<file path="src/rtl/pc_stack_unit_if.sv">
// rtl/pc_stack_unit_if.sv - control and status bundle between the CPU core and the PC/return-stack unit
interface pc_stack_unit_if;
  logic       en;
  logic [1:0] op;
  logic [7:0] target;
  logic       clr_fault;
  logic [7:0] pc;
  logic [2:0] sp;
  logic [7:0] ret_top;
  logic       stack_empty;
  logic       stack_full;
  logic       fault;

  modport master (
    output en, op, target, clr_fault,
    input  pc, sp, ret_top, stack_empty, stack_full, fault
  );

  modport slave (
    input  en, op, target, clr_fault,
    output pc, sp, ret_top, stack_empty, stack_full, fault
  );
endinterface

</file>
<file path="src/rtl/pc_stack_unit.sv">
// rtl/pc_stack_unit.sv - registered 8-bit program counter with a small hardware return stack
// Stack overflow/underflow degrade to INC and raise a sticky fault.
module pc_stack_unit #(
  parameter int         STACK_DEPTH = 4,
  parameter logic [7:0] RESET_PC    = 8'h00
) (
  input logic           clk,
  input logic           rst_n,
  pc_stack_unit_if.slave bus
);

  localparam logic [1:0] OP_INC  = 2'b00;
  localparam logic [1:0] OP_JMP  = 2'b01;
  localparam logic [1:0] OP_CALL = 2'b10;
  localparam logic [1:0] OP_RET  = 2'b11;

  logic [7:0] pc_q;
  logic [2:0] sp_q;
  logic [7:0] stack_q [STACK_DEPTH];
  logic       fault_q;

  logic [7:0] pc_inc;
  logic [7:0] ret_top_c;
  logic       empty_c;
  logic       full_c;
  logic       overflow;
  logic       underflow;

  assign pc_inc    = pc_q + 8'd1;
  assign empty_c   = (sp_q == 3'd0);
  assign full_c    = (sp_q == 3'(STACK_DEPTH));
  assign overflow  = bus.en && (bus.op == OP_CALL) && full_c;
  assign underflow = bus.en && (bus.op == OP_RET) && empty_c;

  // Decoded by comparison rather than indexing so sp's 3 bits never over-address the array.
  always_comb begin
    ret_top_c = 8'h00;
    for (int i = 0; i < STACK_DEPTH; i++) begin
      if (sp_q == 3'(i + 1)) ret_top_c = stack_q[i];
    end
  end

  always_ff @(posedge clk or negedge rst_n) begin
    if (!rst_n) begin
      pc_q    <= RESET_PC;
      sp_q    <= 3'd0;
      fault_q <= 1'b0;
      for (int i = 0; i < STACK_DEPTH; i++) stack_q[i] <= 8'h00;
    end else begin
      if (bus.en) begin
        case (bus.op)
          OP_INC: pc_q <= pc_inc;
          OP_JMP: pc_q <= bus.target;
          OP_CALL: begin
            if (full_c) begin
              pc_q <= pc_inc;
            end else begin
              for (int i = 0; i < STACK_DEPTH; i++) begin
                if (sp_q == 3'(i)) stack_q[i] <= pc_inc;
              end
              sp_q <= sp_q + 3'd1;
              pc_q <= bus.target;
            end
          end
          OP_RET: begin
            if (empty_c) begin
              pc_q <= pc_inc;
            end else begin
              pc_q <= ret_top_c;
              sp_q <= sp_q - 3'd1;
            end
          end
          default: pc_q <= pc_inc;
        endcase
      end
      // A new fault in the same cycle as clr_fault wins.
      if (overflow || underflow) begin
        fault_q <= 1'b1;
      end else if (bus.clr_fault) begin
        fault_q <= 1'b0;
      end
    end
  end

  assign bus.pc          = pc_q;
  assign bus.sp          = sp_q;
  assign bus.ret_top     = ret_top_c;
  assign bus.stack_empty = empty_c;
  assign bus.stack_full  = full_c;
  assign bus.fault       = fault_q;

endmodule

</file>
<file path="src/flat_wrapper.sv">
// flat-port wrapper written by rule: the top's interface ports become plain ports
module pc_stack_unit_flat 
#(
  parameter int         STACK_DEPTH = 4,
  parameter logic [7:0] RESET_PC    = 8'h00
)
  (clk, rst_n, bus_en, bus_op, bus_target, bus_clr_fault, bus_pc, bus_sp, bus_ret_top, bus_stack_empty, bus_stack_full, bus_fault);
  pc_stack_unit_if bus_i ();
  input logic clk;
  input logic rst_n;
  input wire logic [$bits(bus_i.en)-1:0] bus_en;
  input wire logic [$bits(bus_i.op)-1:0] bus_op;
  input wire logic [$bits(bus_i.target)-1:0] bus_target;
  input wire logic [$bits(bus_i.clr_fault)-1:0] bus_clr_fault;
  output wire logic [$bits(bus_i.pc)-1:0] bus_pc;
  output wire logic [$bits(bus_i.sp)-1:0] bus_sp;
  output wire logic [$bits(bus_i.ret_top)-1:0] bus_ret_top;
  output wire logic [$bits(bus_i.stack_empty)-1:0] bus_stack_empty;
  output wire logic [$bits(bus_i.stack_full)-1:0] bus_stack_full;
  output wire logic [$bits(bus_i.fault)-1:0] bus_fault;
  assign bus_i.en = bus_en;
  assign bus_i.op = bus_op;
  assign bus_i.target = bus_target;
  assign bus_i.clr_fault = bus_clr_fault;
  assign bus_pc = bus_i.pc;
  assign bus_sp = bus_i.sp;
  assign bus_ret_top = bus_i.ret_top;
  assign bus_stack_empty = bus_i.stack_empty;
  assign bus_stack_full = bus_i.stack_full;
  assign bus_fault = bus_i.fault;
  pc_stack_unit #(.STACK_DEPTH(STACK_DEPTH), .RESET_PC(RESET_PC)) u_core (.clk(clk), .rst_n(rst_n), .bus(bus_i));
endmodule
</file>
<file path="config.mk">
export PLATFORM = sky130hd
export DESIGN_NAME = pc_stack_unit_flat
export DESIGN_NICKNAME = d
export VERILOG_FILES = /design/src/rtl/pc_stack_unit_if.sv /design/src/rtl/pc_stack_unit.sv /design/src/flat_wrapper.sv
export SDC_FILE = /design/constraint.sdc
export NUM_CORES = 1
export LEC_CHECK = 0
export ABC_CLOCK_PERIOD_IN_PS = 2300
export CAP_MARGIN = 20
export CORE_AREA = 10 10 78 80
export DETAILED_ROUTE_END_ITERATION = 10
export DIE_AREA = 0 0 88 90
export DONT_BUFFER_PORTS = 1
export PLACE_DENSITY = 0.66
export SLEW_MARGIN = 20
export SYNTH_ARGS = -nofsm -noshare
export SYNTH_HDL_FRONTEND = slang
export SYNTH_SLANG_ARGS = --single-unit
</file>
<file path="constraint.sdc">
create_clock -name clk -period 2.3 [get_ports clk]
set_clock_uncertainty 0.05 [all_clocks]
set_input_delay 0.23 -clock clk [delete_from_list [all_inputs] [get_ports clk]]
set_output_delay 0.23 -clock clk [all_outputs]
set_load 0.1 [all_outputs]
</file>
==> metrics.cfg, run 1 <==
[floorplanning]
initial_core_util=0.509
die_x_um=88
num_rows=25
fp.dieH_um=90
core_um2=4600
io_pins=36
dieArea_um2=7920

[synth]
synth_simple_gate_area_share=0.175
yosysSeqAreaShare=0.471
synth.top_cell.area_share=0.471
synth_commonest_cells=dfrtp_1 (44), nor2_1 (41), a21oi_1 (28), nand2_1 (19), o21ai_0 (12)
synth_fa_ha_area_frac=0.0375
syn-num-nets=272
async_flop_share=1.00
syn_area_um2=2340
yosysTopAreaCell=dfrtp_1
synth_xor_area_frac=0.0262
synth_flop_cell=dfrtp_1
synth_compound_area_frac=0.210
synth_cells=251
yosysUniqueCellTypes=38
synth_most_common_cell=dfrtp_1
yosysWarnings=0
synth_edf_count=0
synth_mux_area_frac=0.0385
synthTopCellsByArea=dfrtp_1 (47%), nor2_1 (6.6%), a21oi_1 (6.0%)
synth_area_per_cell_um2=9.32
ys_ff_latch=44
synth_top_family_by_area=compound AO/OA/AOI/OAI gates

[setup_path]
cp_common_cell=ha_4
critPathTopFamily=flip-flops
arrival_ps=2110
worst_path_max_delay_cell=dfrtp_4
crit_buf_inv=2
end_kind=output port
crit_path_start_kind=register
critPathKind=register to output port
reg2reg_to=u_core.bus.pc[5]
crit_chain=ha_4 -> ha_4 -> nor4b_4 -> buf_6 -> a22oi_2 -> a31oi_4 -> buf_12
slowest_delay_ps=520
reg2regPathDepth=8
reg2reg_from=u_core.bus.sp[1]
r2r_slack_ps=210
critPathRequiredTime_ps=2020
worstPathMaxFanout=7

[global_routing]
antenna_found_initial=0
grt_overflow=0
grt_max_degree=45
grt_pass1_vias=2031
track_usage=0.157
grt_pass1_wl_um=10200

[timing]
worst_pin_slew_ps=432
period_minus_slack_ps=2390
finalWorstSetupSlack_ps=-88.4
rsz0062_at_grt=true
post-route-period-util=1.04
whs_ps=19.4
slew_violations=0
hold_viol=0
slew_headroom=0.710
fmax_ghz=0.419
setup_viol=7

[place]
place_congestion=0.858
dpl-instance-area_um2=2830
pre_cts_ws_ps=169
port_buffers=0
detailed_place_hpwl_um=4440

[layout]
fin_nets=306
diodes=0
drive_gt1_frac=0.315
fin_area_um2=3100
syn2layout_area_growth_pct=32.5

[clocking]
ctsLongestPathBuffers=2
cts_tree=yes
cts-root-buf=clkbuf_8
htreeDepth=2
numCtsBuffers=5
clk_latency_ps=310
cts_sinks=44
clk_pin_slew_ps=90

[drt]
wire_per_inst_um=17.8
drcViolationCount=0
routed_via_density=5.71
wl_um=6060
dr.first_iter.drc_count=97
vias=1940
postRouteAntennaNets=0
first_pass_iters=4

[status]
status=complete, but fails checks
violations=setup timing

[worst_hold_path]
worstHoldStart=bus_en
whs_path_depth=2
hp-class=input port to register
hold_end=u_core.bus.pc[6]

[job]
cap_violations=0

-- worst max-delay path by stage --
| stage | to | from | cells past startpoint | slack (ps) |
|---|---|---|---|---|
| after global routing | bus_ret_top[5] | u_core.bus.sp[1] | 8 | -170 |
| after detailed placement | bus_ret_top[5] | u_core.bus.sp[1] | 7 | 170 |
| final | bus_ret_top[1] | u_core.bus.sp[1] | 7 | -90 |
| after floorplan | u_core.bus.pc[1] | u_core.bus.sp[2] | 7 | -210 |
| after CTS | bus_ret_top[5] | u_core.bus.sp[0] | 8 | -90 |
| after global placement | bus_ret_top[2] | u_core.bus.sp[0] | 8 | 210 |
-- sequential cells by signal, indices dropped and copies added, names as in the netlist --
signal,count
u_core.bus.fault,1
u_core.bus.pc,8
u_core.stack_q,32
u_core.bus.sp,3
-- cells in the final DEF (no fill, tap or decap), types with 3 or more instances in the layout --
master	n
and2_1	3
nor2_4	3
o21a_1	3
nand2_1	19
xnor2_1	4
a221oi_2	4
buf_12	9
a31oi_1	5
dfrtp_4	3
nand3_1	6
clkbuf_8	5
buf_4	26
a211o_1	3
o21ai_0	12
a221oi_1	3
inv_1	5
a21oi_1	25
a22o_1	3
ha_4	4
nor2_1	34
a21oi_4	3
xor2_1	3
dfrtp_1	41
dlygate4sd3_1	3
nor3_1	4
mux2_2	8
nor2_2	4
-- final cells by class --
type                       instances  area (um2)
timing repair buffer              41         443
clock inverter                     3        26.3
inverter                           9        40.0
tap                               54        67.6
fill                             347        1500
multi-input combinational        184        1340
sequential                        44        1110
clock buffer                       5        68.8
-- through the flow --
step / utilization / TNS (ps) / cells
3_3_place_gp: 0.616 / 0 / 324
6_report: 0.674 / -432 / 340
4_1_cts: 0.658 / -520 / 339
2_1_floorplan: - / -1530 / 251
3_5_place_dp: 0.616 / 0 / 324
5_1_grt: 0.674 / -1000 / 340
-- kinds of logic after synthesis --
| family | count (synthesis) |
|---|---|
| simple gates | 86 |
| compound gates | 76 |
| fa+ha+maj | 7 |
| buf+inv | 23 |
| xor+xnor | 7 |
| flops | 44 |
| mux | 8 |
-- routing by layer --
layer	up-vias	global-route usage	wire, um
li1	966	-	-
met1	910	0.206	2810
met2	53	0.245	2740
met3	11	0.0379	390
met4	0	0.0465	109
met5	-	0	0
-- timing repair --
action / in CTS / in global routing
hold endpoints to repair: 46 / 0
pin swaps: 2 / 2
gates cloned: 0 / 0
buffers inserted: 5 / 2
gates resized for setup: 7 / 15
setup endpoints to repair: 9 / 9
hold buffers: 4 / 0
Power of run 1 is left out: the tool's default activity adds up to more than one toggle a clock period on the data nets, which glitch-free logic cannot reach.
==> run 2: changes to the inputs <==
--- a/config.mk
+++ b/config.mk
@@ -16,3 +16,4 @@
 export SYNTH_ARGS = -nofsm -noshare
 export SYNTH_HDL_FRONTEND = slang
 export SYNTH_SLANG_ARGS = --single-unit
+export TNS_END_PERCENT = 5
==> run 2 against run 1 <==
The run still ends with setup timing left. Hold slack gained 4.9 ps. Non-clock buffer count is the same. Largest cell class unchanged. Sequential share of layout area grew 0.41 points. Critical path depth grew 1. Routed wire length grew 1.1%. Utilization shrank 0.76 points. First-iteration DRC count shrank 2.1%. Sequential cell count is the same. Count of clock-buffer cells in the layout is the same. Cell count is the same.
==> metrics.cfg, run 2 (synthesis results as in run 1) <==
[status]
status=complete, but fails checks
violations=setup timing

[worst_hold_path]
worstHoldStart=bus_en
whs_path_depth=2
hp-class=input port to register
hold_end=u_core.bus.pc[5]

[drt]
vias=2024
dr.first_iter.drc_count=95
wire_per_inst_um=18.0
postRouteAntennaNets=0
drcViolationCount=0
routed_via_density=5.95
wl_um=6120
first_pass_iters=4

[layout]
mostFrequentLayoutCell=dfrtp_1
final_cell_mix=dfrtp_1 (41), nor2_1 (38), buf_4 (26), a21oi_1 (25), nand2_1 (19)
largest_reg_flops=32
drive_gt1_frac=0.280
fillers=344
top_register=u_core.stack_q
stdcell_count=340
syn2layout_area_growth_pct=31.0
fin_area_um2=3060
fin_nets=306
diodes=0

[global_routing]
grt_pass1_vias=2062
track_usage=0.160
grt_max_degree=45
grt_overflow=0
grt_pass1_wl_um=10400
antenna_found_initial=0

[clocking]
cts_tree=yes
htreeDepth=2
clk_pin_slew_ps=90
cts_sinks=44
cts-root-buf=clkbuf_8
numCtsBuffers=5
clk_latency_ps=300
ctsLongestPathBuffers=2

[floorplanning]
num_rows=25
core_um2=4600
fp.dieH_um=90
die_x_um=88
initial_core_util=0.509
io_pins=36
dieArea_um2=7920

[timing]
setup_viol=8
worst_pin_slew_ps=505
slew_headroom=0.662
slew_violations=0
whs_ps=24.3
fmax_ghz=0.419
hold_viol=0
post-route-period-util=1.04
period_minus_slack_ps=2390
rsz0062_at_grt=true
finalWorstSetupSlack_ps=-87.0

[setup_path]
end_kind=output port
r2r_slack_ps=220
worstSetupStartpoint=u_core.bus.sp[0]
arrival_ps=2110
reg2reg_to=u_core.bus.pc[4]
worstPathMaxFanout=7
reg2reg_from=u_core.bus.sp[0]
critPathRequiredTime_ps=2020
reg2regPathDepth=8
crit_path_start_kind=register
critPathKind=register to output port

[place]
place_congestion=0.877
pre_cts_ws_ps=168
dpl-instance-area_um2=2850
port_buffers=0
place_inst=325
detailed_place_hpwl_um=4440

[job]
cap_violations=0

## run 2: cell types whose count changed in the layout (fill, tap and decap cells not counted), moves of 2 or more
cell and delta:
a221oi_1 +4, a221oi_2 -4, nor2_1 +4, nor2_2 -4, and2_0 +3, and2_1 -3, ha_2 +2, ha_4 -2
inv_6 -2
## run 2: stage by stage
step / utilization / setup TNS (ps)
after floorplan: - / -1680
after global placement: 0.619 / 0
after detailed placement: 0.619 / 0
after CTS: 0.665 / -540
after global routing: 0.666 / -1200
final: 0.666 / -437
## run 2: per-layer routing
| metal | GRT usage | part of all wire | vias up |
|---|---|---|---|
| met5 | 0 | 0 | - |
| met4 | 0.0479 | 0.014 | 0 |
| met3 | 0.0478 | 0.086 | 8 |
| met2 | 0.245 | 0.46 | 74 |
| met1 | 0.210 | 0.44 | 979 |
| li1 | - | - | 963 |
## run 2: final cells by class
class / instances / area [um2] / area share
clock buffers: 5 / 68.8 / 0.0225
clock inverters: 3 / 42.5 / 0.0139
inverters: 9 / 36.3 / 0.0118
multi-input cells: 184 / 1280 / 0.418
flip-flops and latches: 44 / 1110 / 0.363
well taps: 54 / 67.6 / 0.0221
repair buffers: 41 / 455 / 0.149
## run 2: critical path, cell delays in order, from the launching register on
cell,delay [ps]
dfrtp_4,520
ha_4,180
ha_4,170
nor4b_4,220
buf_6,160
a221oi_1,80
buf_4,150
a21oi_4,150
buf_12,190
## run 2: worst max-delay path by stage
stage	endpoint	slack (ps)
6_report	bus_ret_top[6]	-90
3_5_place_dp	bus_ret_top[2]	170
5_1_grt	bus_ret_top[2]	-200
4_1_cts	bus_ret_top[2]	-100
2_1_floorplan	u_core.bus.pc[1]	-210
3_3_place_gp	bus_ret_top[2]	200
## run 2: repair_timing
item,4_1_cts,5_1_grt
endpoints found under the hold margin,46,0
setup buffers,3,0
pin swaps,1,0
hold buffers,4,0
gates resized for setup,4,2
endpoints found under the setup margin,8,8
Power of run 2 is left out for the same reason.
